**src/rtl/j1_io_fabric.sv**
```systemverilog
// j1_io_fabric: I/O interconnect between the J1 core I/O port and up to 16
// peripheral slots.
//
// Each slot occupies one 256-word page starting at BASE_PAGE. The block also
// provides an internal status slot at STATUS_PAGE.
//
// Optional feature macro: J1_IO_FABRIC_TIMEOUT_EN.
//   When defined, the block builds the access timeout counter, the timeout
//   flag and the timeout count register.
//   When undefined, ACCESS waits for the slot's ready indefinitely. Status
//   bit 0 and register 1 then read as zero.
module j1_io_fabric #(
    parameter int          NUM_SLOTS    = 8,
    parameter logic [7:0]  BASE_PAGE    = 8'h67,
    parameter logic [7:0]  STATUS_PAGE  = 8'h7F,
    parameter logic [15:0] DEFAULT_DATA = 16'h0666,
    parameter int          TIMEOUT      = 16
) (
    input  logic                      sys_clk_i,
    input  logic                      sys_rst_i,
    input  logic                      io_rd_i,
    input  logic                      io_wr_i,
    input  logic [15:0]               io_addr_i,
    input  logic [15:0]               io_dout_i,
    output logic [15:0]               io_din_o,
    output logic                      io_stall_o,
    output logic [NUM_SLOTS-1:0]      slot_cs_o,
    output logic                      slot_rd_o,
    output logic                      slot_wr_o,
    output logic [3:0]                slot_addr_o,
    output logic [15:0]               slot_wdata_o,
    input  logic [16*NUM_SLOTS-1:0]   slot_rdata_i,
    input  logic [NUM_SLOTS-1:0]      slot_ready_i,
    output logic                      err_o
);

    typedef enum logic [1:0] {
        IDLE   = 2'd0,
        ACCESS = 2'd1,
        DONE   = 2'd2
    } state_t;

    localparam logic [7:0] SLOT_COUNT = 8'(NUM_SLOTS);

    state_t      state_q;
    state_t      state_d;

    logic        req;
    logic [7:0]  page;
    logic [7:0]  page_off;
    logic        is_mapped;
    logic        is_status;
    logic        take_req;
    logic        status_wr;

    logic [3:0]  idx_q;
    logic        wr_q;

    logic        sel_ready;
    logic [15:0] sel_rdata;
    logic        abort;
    logic        timeout_hit;

    logic        um_flag_q;
    logic [7:0]  last_page_q;
    logic        to_flag_rd;
    logic [15:0] to_count_rd;
    logic [15:0] status_rdata;

    logic        unused_ok;

    // Request decode.
    // The subtraction wraps for pages below BASE_PAGE, so a single unsigned
    // compare covers both ends of the slot window.
    assign req       = io_rd_i | io_wr_i;
    assign page      = io_addr_i[15:8];
    assign page_off  = page - BASE_PAGE;
    assign is_mapped = (page_off < SLOT_COUNT);
    assign is_status = (page == STATUS_PAGE);
    assign take_req  = (state_q == IDLE) && req;
    assign status_wr = take_req && io_wr_i && is_status;
    assign unused_ok = ^io_addr_i[7:4];

    // Pick the ready and read data of the latched slot; other slots are ignored.
    always_comb begin
        sel_ready = 1'b0;
        sel_rdata = 16'h0000;
        for (int i = 0; i < NUM_SLOTS; i++) begin
            if (idx_q == 4'(i)) begin
                sel_ready = slot_ready_i[i];
                sel_rdata = slot_rdata_i[16*i +: 16];
            end
        end
    end

`ifdef J1_IO_FABRIC_TIMEOUT_EN
    logic [7:0]  tcnt_q;
    logic        to_flag_q;
    logic [15:0] to_count_q;

    // tcnt_q holds the number of ACCESS cycles already spent, so it equals
    // TIMEOUT-1 during the last allowed cycle.
    assign timeout_hit = (state_q == ACCESS) && (tcnt_q == 8'(TIMEOUT - 1));

    // An abort only happens when ready is absent; ready in the final cycle wins.
    assign abort       = timeout_hit && !sel_ready;
    assign to_flag_rd  = to_flag_q;
    assign to_count_rd = to_count_q;

    // Count ACCESS cycles; restart at zero for every transaction.
    always_ff @(posedge sys_clk_i or negedge sys_rst_i) begin
        if (!sys_rst_i) begin
            tcnt_q <= 8'd0;
        end else if (state_q == ACCESS) begin
            tcnt_q <= tcnt_q + 8'd1;
        end else begin
            tcnt_q <= 8'd0;
        end
    end

    // Sticky timeout flag and saturating abort counter, cleared from the status slot.
    always_ff @(posedge sys_clk_i or negedge sys_rst_i) begin
        if (!sys_rst_i) begin
            to_flag_q  <= 1'b0;
            to_count_q <= 16'h0000;
        end else if (abort) begin
            to_flag_q <= 1'b1;
            if (to_count_q != 16'hFFFF) begin
                to_count_q <= to_count_q + 16'd1;
            end
        end else if (status_wr) begin
            if (io_addr_i[3:0] == 4'd0 && io_dout_i[0]) begin
                to_flag_q <= 1'b0;
            end
            if (io_addr_i[3:0] == 4'd1) begin
                to_count_q <= 16'h0000;
            end
        end
    end
`else
    assign timeout_hit = 1'b0;
    assign abort       = 1'b0;
    assign to_flag_rd  = 1'b0;
    assign to_count_rd = 16'h0000;
`endif

    // Status slot read view.
    always_comb begin
        status_rdata = 16'h0000;
        case (io_addr_i[3:0])
            4'd0:    status_rdata = {last_page_q, 6'b000000, um_flag_q, to_flag_rd};
            4'd1:    status_rdata = to_count_rd;
            default: status_rdata = 16'h0000;
        endcase
    end

    // State register.
    always_ff @(posedge sys_clk_i or negedge sys_rst_i) begin
        if (!sys_rst_i) begin
            state_q <= IDLE;
        end else begin
            state_q <= state_d;
        end
    end

    // Next state and handshake outputs.
    // Strobes and stall are decoded from the state register, so an
    // asynchronous reset drops them at once.
    always_comb begin
        state_d    = state_q;
        slot_cs_o  = '0;
        slot_rd_o  = 1'b0;
        slot_wr_o  = 1'b0;
        io_stall_o = 1'b0;
        case (state_q)
            IDLE: begin
                io_stall_o = sys_rst_i & req;
                if (req) begin
                    state_d = is_mapped ? ACCESS : DONE;
                end
            end
            ACCESS: begin
                io_stall_o = sys_rst_i;
                slot_rd_o  = !wr_q;
                slot_wr_o  = wr_q;
                for (int i = 0; i < NUM_SLOTS; i++) begin
                    slot_cs_o[i] = (idx_q == 4'(i));
                end
                if (sel_ready || timeout_hit) begin
                    state_d = DONE;
                end
            end
            DONE: begin
                state_d = IDLE;
            end
            default: begin
                state_d = IDLE;
            end
        endcase
    end

    // Latch the transaction when it is accepted in IDLE.
    // The write strobe wins over the read strobe.
    always_ff @(posedge sys_clk_i or negedge sys_rst_i) begin
        if (!sys_rst_i) begin
            slot_addr_o  <= 4'd0;
            slot_wdata_o <= 16'h0000;
            idx_q        <= 4'd0;
            wr_q         <= 1'b0;
        end else if (take_req) begin
            slot_addr_o  <= io_addr_i[3:0];
            slot_wdata_o <= io_dout_i;
            idx_q        <= page_off[3:0];
            wr_q         <= io_wr_i;
        end
    end

    // Registered read data.
    // Status and unmapped reads complete on acceptance. Slot reads complete
    // on ready, or on abort. Writes never touch the register.
    always_ff @(posedge sys_clk_i or negedge sys_rst_i) begin
        if (!sys_rst_i) begin
            io_din_o <= 16'h0000;
        end else if (take_req && !io_wr_i && !is_mapped) begin
            io_din_o <= is_status ? status_rdata : DEFAULT_DATA;
        end else if (state_q == ACCESS && !wr_q) begin
            if (sel_ready) begin
                io_din_o <= sel_rdata;
            end else if (abort) begin
                io_din_o <= DEFAULT_DATA;
            end
        end
    end

    // Sticky unmapped flag and the page of the most recent error.
    always_ff @(posedge sys_clk_i or negedge sys_rst_i) begin
        if (!sys_rst_i) begin
            um_flag_q   <= 1'b0;
            last_page_q <= 8'h00;
        end else if (take_req && !is_mapped && !is_status) begin
            um_flag_q   <= 1'b1;
            last_page_q <= page;
        end else if (abort) begin
            last_page_q <= BASE_PAGE + {4'b0000, idx_q};
        end else if (status_wr && io_addr_i[3:0] == 4'd0 && io_dout_i[1]) begin
            um_flag_q <= 1'b0;
        end
    end

    assign err_o = to_flag_rd | um_flag_q;

endmodule

```
**config.mk**
```make
export PLATFORM = sky130hd
export DESIGN_NAME = j1_io_fabric
export DESIGN_NICKNAME = d
export VERILOG_FILES = /design/src/rtl/j1_io_fabric.sv
export SDC_FILE = /design/constraint.sdc
export NUM_CORES = 1
export LEC_CHECK = 0
export CAP_MARGIN = 20
export CORE_ASPECT_RATIO = 1.2
export CORE_UTILIZATION = 38
export DETAILED_ROUTE_END_ITERATION = 6
export GPL_TIMING_DRIVEN = 0
export PLACE_DENSITY = 0.81
export SYNTH_ARGS = -nofsm -noshare
export SYNTH_HDL_FRONTEND = slang
export SYNTH_SLANG_ARGS = --single-unit
```
**constraint.sdc**
```tcl
create_clock -name sys_clk_i -period 2.87 [get_ports sys_clk_i]
set_input_delay 0.574 -clock sys_clk_i [delete_from_list [all_inputs] [get_ports sys_clk_i]]
set_output_delay 0.574 -clock sys_clk_i [all_outputs]
set_load 0.005 [all_outputs]
```
**Word level (Yosys, flattened, before mapping)**

Cells that the tools add are included.

- Bitwise logic cells: 2
- Add/subtract/negate cells: 1
- Reduce and logical (&&, ||, !) cells: 22
- Multiplexer cells: 31
- $lt $le $gt $ge: 1
- Eq/ne operators: 11

Operator list:

| cell | number |
|---|---|
| $mux W16 | 13 |
| $eq A4 B3 Y1 const B | 4 |
| $mux W1 | 12 |
| $logic_and A1 B1 Y1 | 10 |
| $eq A4 B2 Y1 const B | 2 |
| $eq A8 B7 Y1 const B | 1 |
| $logic_not A4 Y1 | 2 |
| $lt A8 B4 Y1 const B | 1 |
| $mux W8 | 1 |
| $sub A8 B7 Y8 const B | 1 |
| $mux W2 | 3 |
| $reduce_bool A2 Y1 | 3 |
| $eq A4 B1 Y1 const B | 1 |
| $logic_not A1 Y1 | 4 |
| $ne A2 B2 Y1 const B | 2 |
| $pmux W2 S2 | 1 |
| $reduce_and A2 Y1 | 2 |
| $eq A2 B1 Y1 const B | 1 |
| $logic_not A2 Y1 | 1 |
| $pmux W1 S2 | 1 |
| $and A1 B1 Y1 | 1 |
| $or A1 B1 Y1 | 1 |

- Input port bits: 172
- Logic and storage cells: 76
- Output and inout bits: 48
- Flip-flop bits (word level): 52

**Logic depth before layout (Yosys ltp)**

- Depth after elaboration: 12
- Mapped depth: 9

**Worst setup path after synthesis**

No wires, ideal clock.

- Path type: flip-flop to output port
- Start: register idx_q[0]
- End: output port slot_cs_o[4]
- Stages on the path, launching flop included: 7
- Slack: 0.763 ns
- Data arrival time: 1.533 ns
- Path through: dfrtp_1 buf_2 buf_2 buf_2 buf_2 buf_2 nor4_1

- Longest elaborated chain between the ends: 2

RTL lines:

| what | line | source |
|---|---|---|
| start: declaration | 56 | `logic [3:0] idx_q;` |
| start signal: assignment | 213 | `idx_q <= page_off[3:0];` |
| $eq A4 B3 Y1 | 187 | `slot_cs_o[i] = (idx_q == 4'(i));` |
| $mux W8 | 175 | `case (state_q)` |
| end: declaration | 27 | `output logic [NUM_SLOTS-1:0] slot_cs_o,` |

Every way passes these cells.

**Worst setup path in the final report**

- Start: register idx_q[3]
- End: output port slot_cs_o[5]

The elaborated chain is that of the path after synthesis.

==> results <==
sequential cells by signal (all words and copies together), names as in the netlist:
name          count
wr_q              1
err_o             1
state_q           2
slot_wdata_o     16
io_din_o         16
last_page_q       8
idx_q             4
slot_addr_o       4
per-stage QoR:
step                      setup slack, ps  instance area [um^2]  hold slack, ps  setup TNS, ps  utilization [%]
final                               124.1                  6035           219.5              0            66.10
after global routing                10.37                  6035           247.6              0            66.10
after CTS                           8.584                  6023           228.4              0            65.98
after detailed placement           -77.92                  5921           461.7         -592.8            64.86
after global placement              -1247                  5906           456.3         -13000            64.69
after floorplan                     763.1                  3613           278.4              0                -
repair_timing:
action / CTS / global route
buffers inserted: 0 / 0
gates resized for setup: 5 / 3
endpoints found under the setup margin: 4 / 2
path summary, 6_finish.rpt:
path,start,endpoint,cells after the start
max in group asynchronous,sys_rst_i,io_din_o[6],2
worst max register to register,idx_q[2],io_din_o[7],6
worst min-delay path,sys_rst_i,slot_wdata_o[7],1
min in group sys_clk_i,slot_wdata_o[13],slot_wdata_o[13],2
worst max-delay path,idx_q[3],slot_cs_o[5],5
worst min register to register,slot_wdata_o[13],slot_wdata_o[13],2
kinds of logic after synthesis:
logic type	after synthesis	share of synthesized area, %
adder cells (fa/ha/maj)	1	0.3462
AO/OA/AOI/OAI	143	25.97
buffers and inverters	37	4.674
XOR/XNOR	2	0.4849
flip-flops	52	36.01
multiplexers	34	11.29
AND/OR/NAND/NOR	165	21.23
power by group through the flow:
stage	Clock [W]	Sequential, W	Combinational (W)
final	0.000446	0.000732	0.000322
after global routing	0.000485	0.000732	0.000344
after CTS	0.000460	0.000732	0.000322
after detailed placement	0	0.000747	0.000320
after global placement	0	0.000747	0.000313
after floorplan	0	0.000747	0.0000545
cell type report:
type	count	area, um^2	share of cell area (%)
multi-input cells	345	2156	35.72
clock buffers	7	96.34	1.597
repair buffers	215	2156	35.72
plain buffers	31	156.4	2.592
inverters	5	18.77	0.3110
well taps	120	150.1	2.488
flip-flops and latches	52	1301	21.56
placed cells by master (no fill, tap or decap), drive strengths merged, types with 3 or more instances in the layout:
master	Yosys	final
o21a	6	6
a21o	10	10
o221ai	4	4
nor2	23	23
a21oi	34	34
buf	15	16
inv	5	5
nand3	4	4
o21ai	36	36
mux4	3	3
nand2	94	94
mux2i	7	7
clkbuf	17	24
a211oi	3	3
nand2b	4	4
mux2	24	24
nor3b	3	3
clkdlybuf4s50	0	212
nor3	15	15
dfrtp	52	52
o211ai	3	3
a32oi	7	7
o22ai	13	13
a221oi	16	16
nor2b	7	7
worst register-to-register path: stages, from the launching register on:
cell and delay [ps]:
dfrtp_1 510, clkbuf_1 430, clkbuf_1 400, buf_1 470, o211ai_1 160, a32oi_1 240
a21oi_1 100
layer usage:
| layer | routed length, um | share of wire [%] | vias up |
|---|---|---|---|
| li1 | - | - | 2025 |
| met3 | 1252 | 9.1 | 23 |
| met2 | 6897 | 50 | 204 |
| met1 | 5386 | 39 | 2031 |
| met5 | 0 | 0 | - |
| met4 | 264 | 1.9 | 0 |
==> impl_metrics.json <==
{
  "yosysTopAreaCellShare_pct": 36.01,
  "powerDensity_mw_per_mm2": 248.6,
  "placed_cells": 769,
  "path_max_fanout": 10,
  "vias": 4283,
  "cts_tree": "built",
  "reg2reg_slack_ps": 460,
  "synth_nets": 607,
  "use_met3_pct": 8.159,
  "hold_class": "in2async",
  "yosysUniqueCellTypes": 55,
  "switching_share_pct": 21.15,
  "drc": 0,
  "hold_buffers": 0,
  "diodes": 0,
  "syn_area_per_cell_um2": 8.326,
  "rows": 38,
  "critical_path_buf_inv_count": 3,
  "insertion_delay_ps": 310,
  "final_cells": 775,
  "critical_path_class": "reg2out",
  "yosys-top-cells-count": "94 x nand2_1, 52 x dfrtp_1, 33 x a21oi_1",
  "dpl.hpwl_um": 11230,
  "ir_drop_v": 0.0003262,
  "ios": 220,
  "synth-edff-count": 0,
  "power.net_switching_w": 0.0003173,
  "clk_pin_slew_ps": 90,
  "first_global_vias": 4440,
  "die_y_um": 108.8,
  "critical_path.max_stage_delay_ps": 560,
  "fin_crit_sh_pct": 95.68,
  "antenna_found_initial": 0,
  "grt_first_pass_wirelength_um": 22050,
  "fin_skew_ps": 1.790,
  "synth_area_leaders": "dfrtp_1 36%, nand2_1 9.8%, mux2_2 5.9%, a21oi_1 4.6%, a221oi_1 3.9%",
  "startpoint_type": "register",
  "cts_buffer_depth": 2,
  "rsz0062_at_grt": "false",
  "finalWorstPathRequiredPeriod_ps": 2746,
  "nFillCells": 787,
  "power_w": 0.001500,
  "grt.overflow.total": 0,
  "drt_iter0_drc": 208,
  "synthesis.area_mm2": 0.003613,
  "async_reset_ff_share_pct": 100.0,
  "p_int_w": 0.001183,
  "numCtsBuffers": 5,
  "cp_slowest_cell": "clkdlybuf4s50_1",
  "wl_per_cell_um": 17.81,
  "ys_ff_latch": 52,
  "core_mm2": 0.009129,
  "syn2layout_area_growth_pct": 67.00,
  "netlist_instances": 434,
  "dr.pass1.iters": 4,
  "arrival_ps": 2170,
  "dieWidth_um": 91.02,
  "seqPwrFrac_pct": 48.8,
  "ys_warn_count": 0,
  "cts_sinks": 52,
  "gp_congestion": 0.9341,
  "wl_um": 13800,
  "port_buffers": 214,
  "synth_top_area_cell": "dfrtp_1",
  "htreeDepth": 2,
  "drive_gt1_share_pct": 8.244,
  "clock.fmax_mhz": 364.2,
  "p_comb_share_pct": 21.5,
  "slew_violations": 0,
  "grt_max_degree": 33,
  "critical-path-top-delay-family": "buffers and inverters",
  "met1_usage_pct": 31.21,
  "ant_nets": 0,
  "nets": 828,
  "status": "completed",
  "start_util_pct": 39.58,
  "worst_slew_margin_rel_pct": 57.45,
  "top_usage_layer": "met2",
  "path_cells": "buf_4, nand2b_1, clkbuf_1, nor3_1, clkdlybuf4s50_1",
  "hold_violations": 0,
  "cts-root-buf": "clkbuf_8",
  "finalSetupViolations": 0,
  "grtUsageTotal_pct": 28.14,
  "p_clk_share_pct": 29.7,
  "worstPathRequired_ps": 2300,
  "worst_slew_pin_slew_ps": 632.4,
  "met2_usage_pct": 52.33,
  "p_leak_nw": 2.488,
  "vias_per_cell": 5.526,
  "die_area_mm2": 0.009905,
  "synth-seq-area-share_pct": 36.01,
  "cap_violations": 0,
  "synth_ff_type": "dfrtp_1",
  "endpoint_kind": "output port",
  "yosysMostFrequentCell": "nand2_1"
}
(Power assumes the default switching activity.)
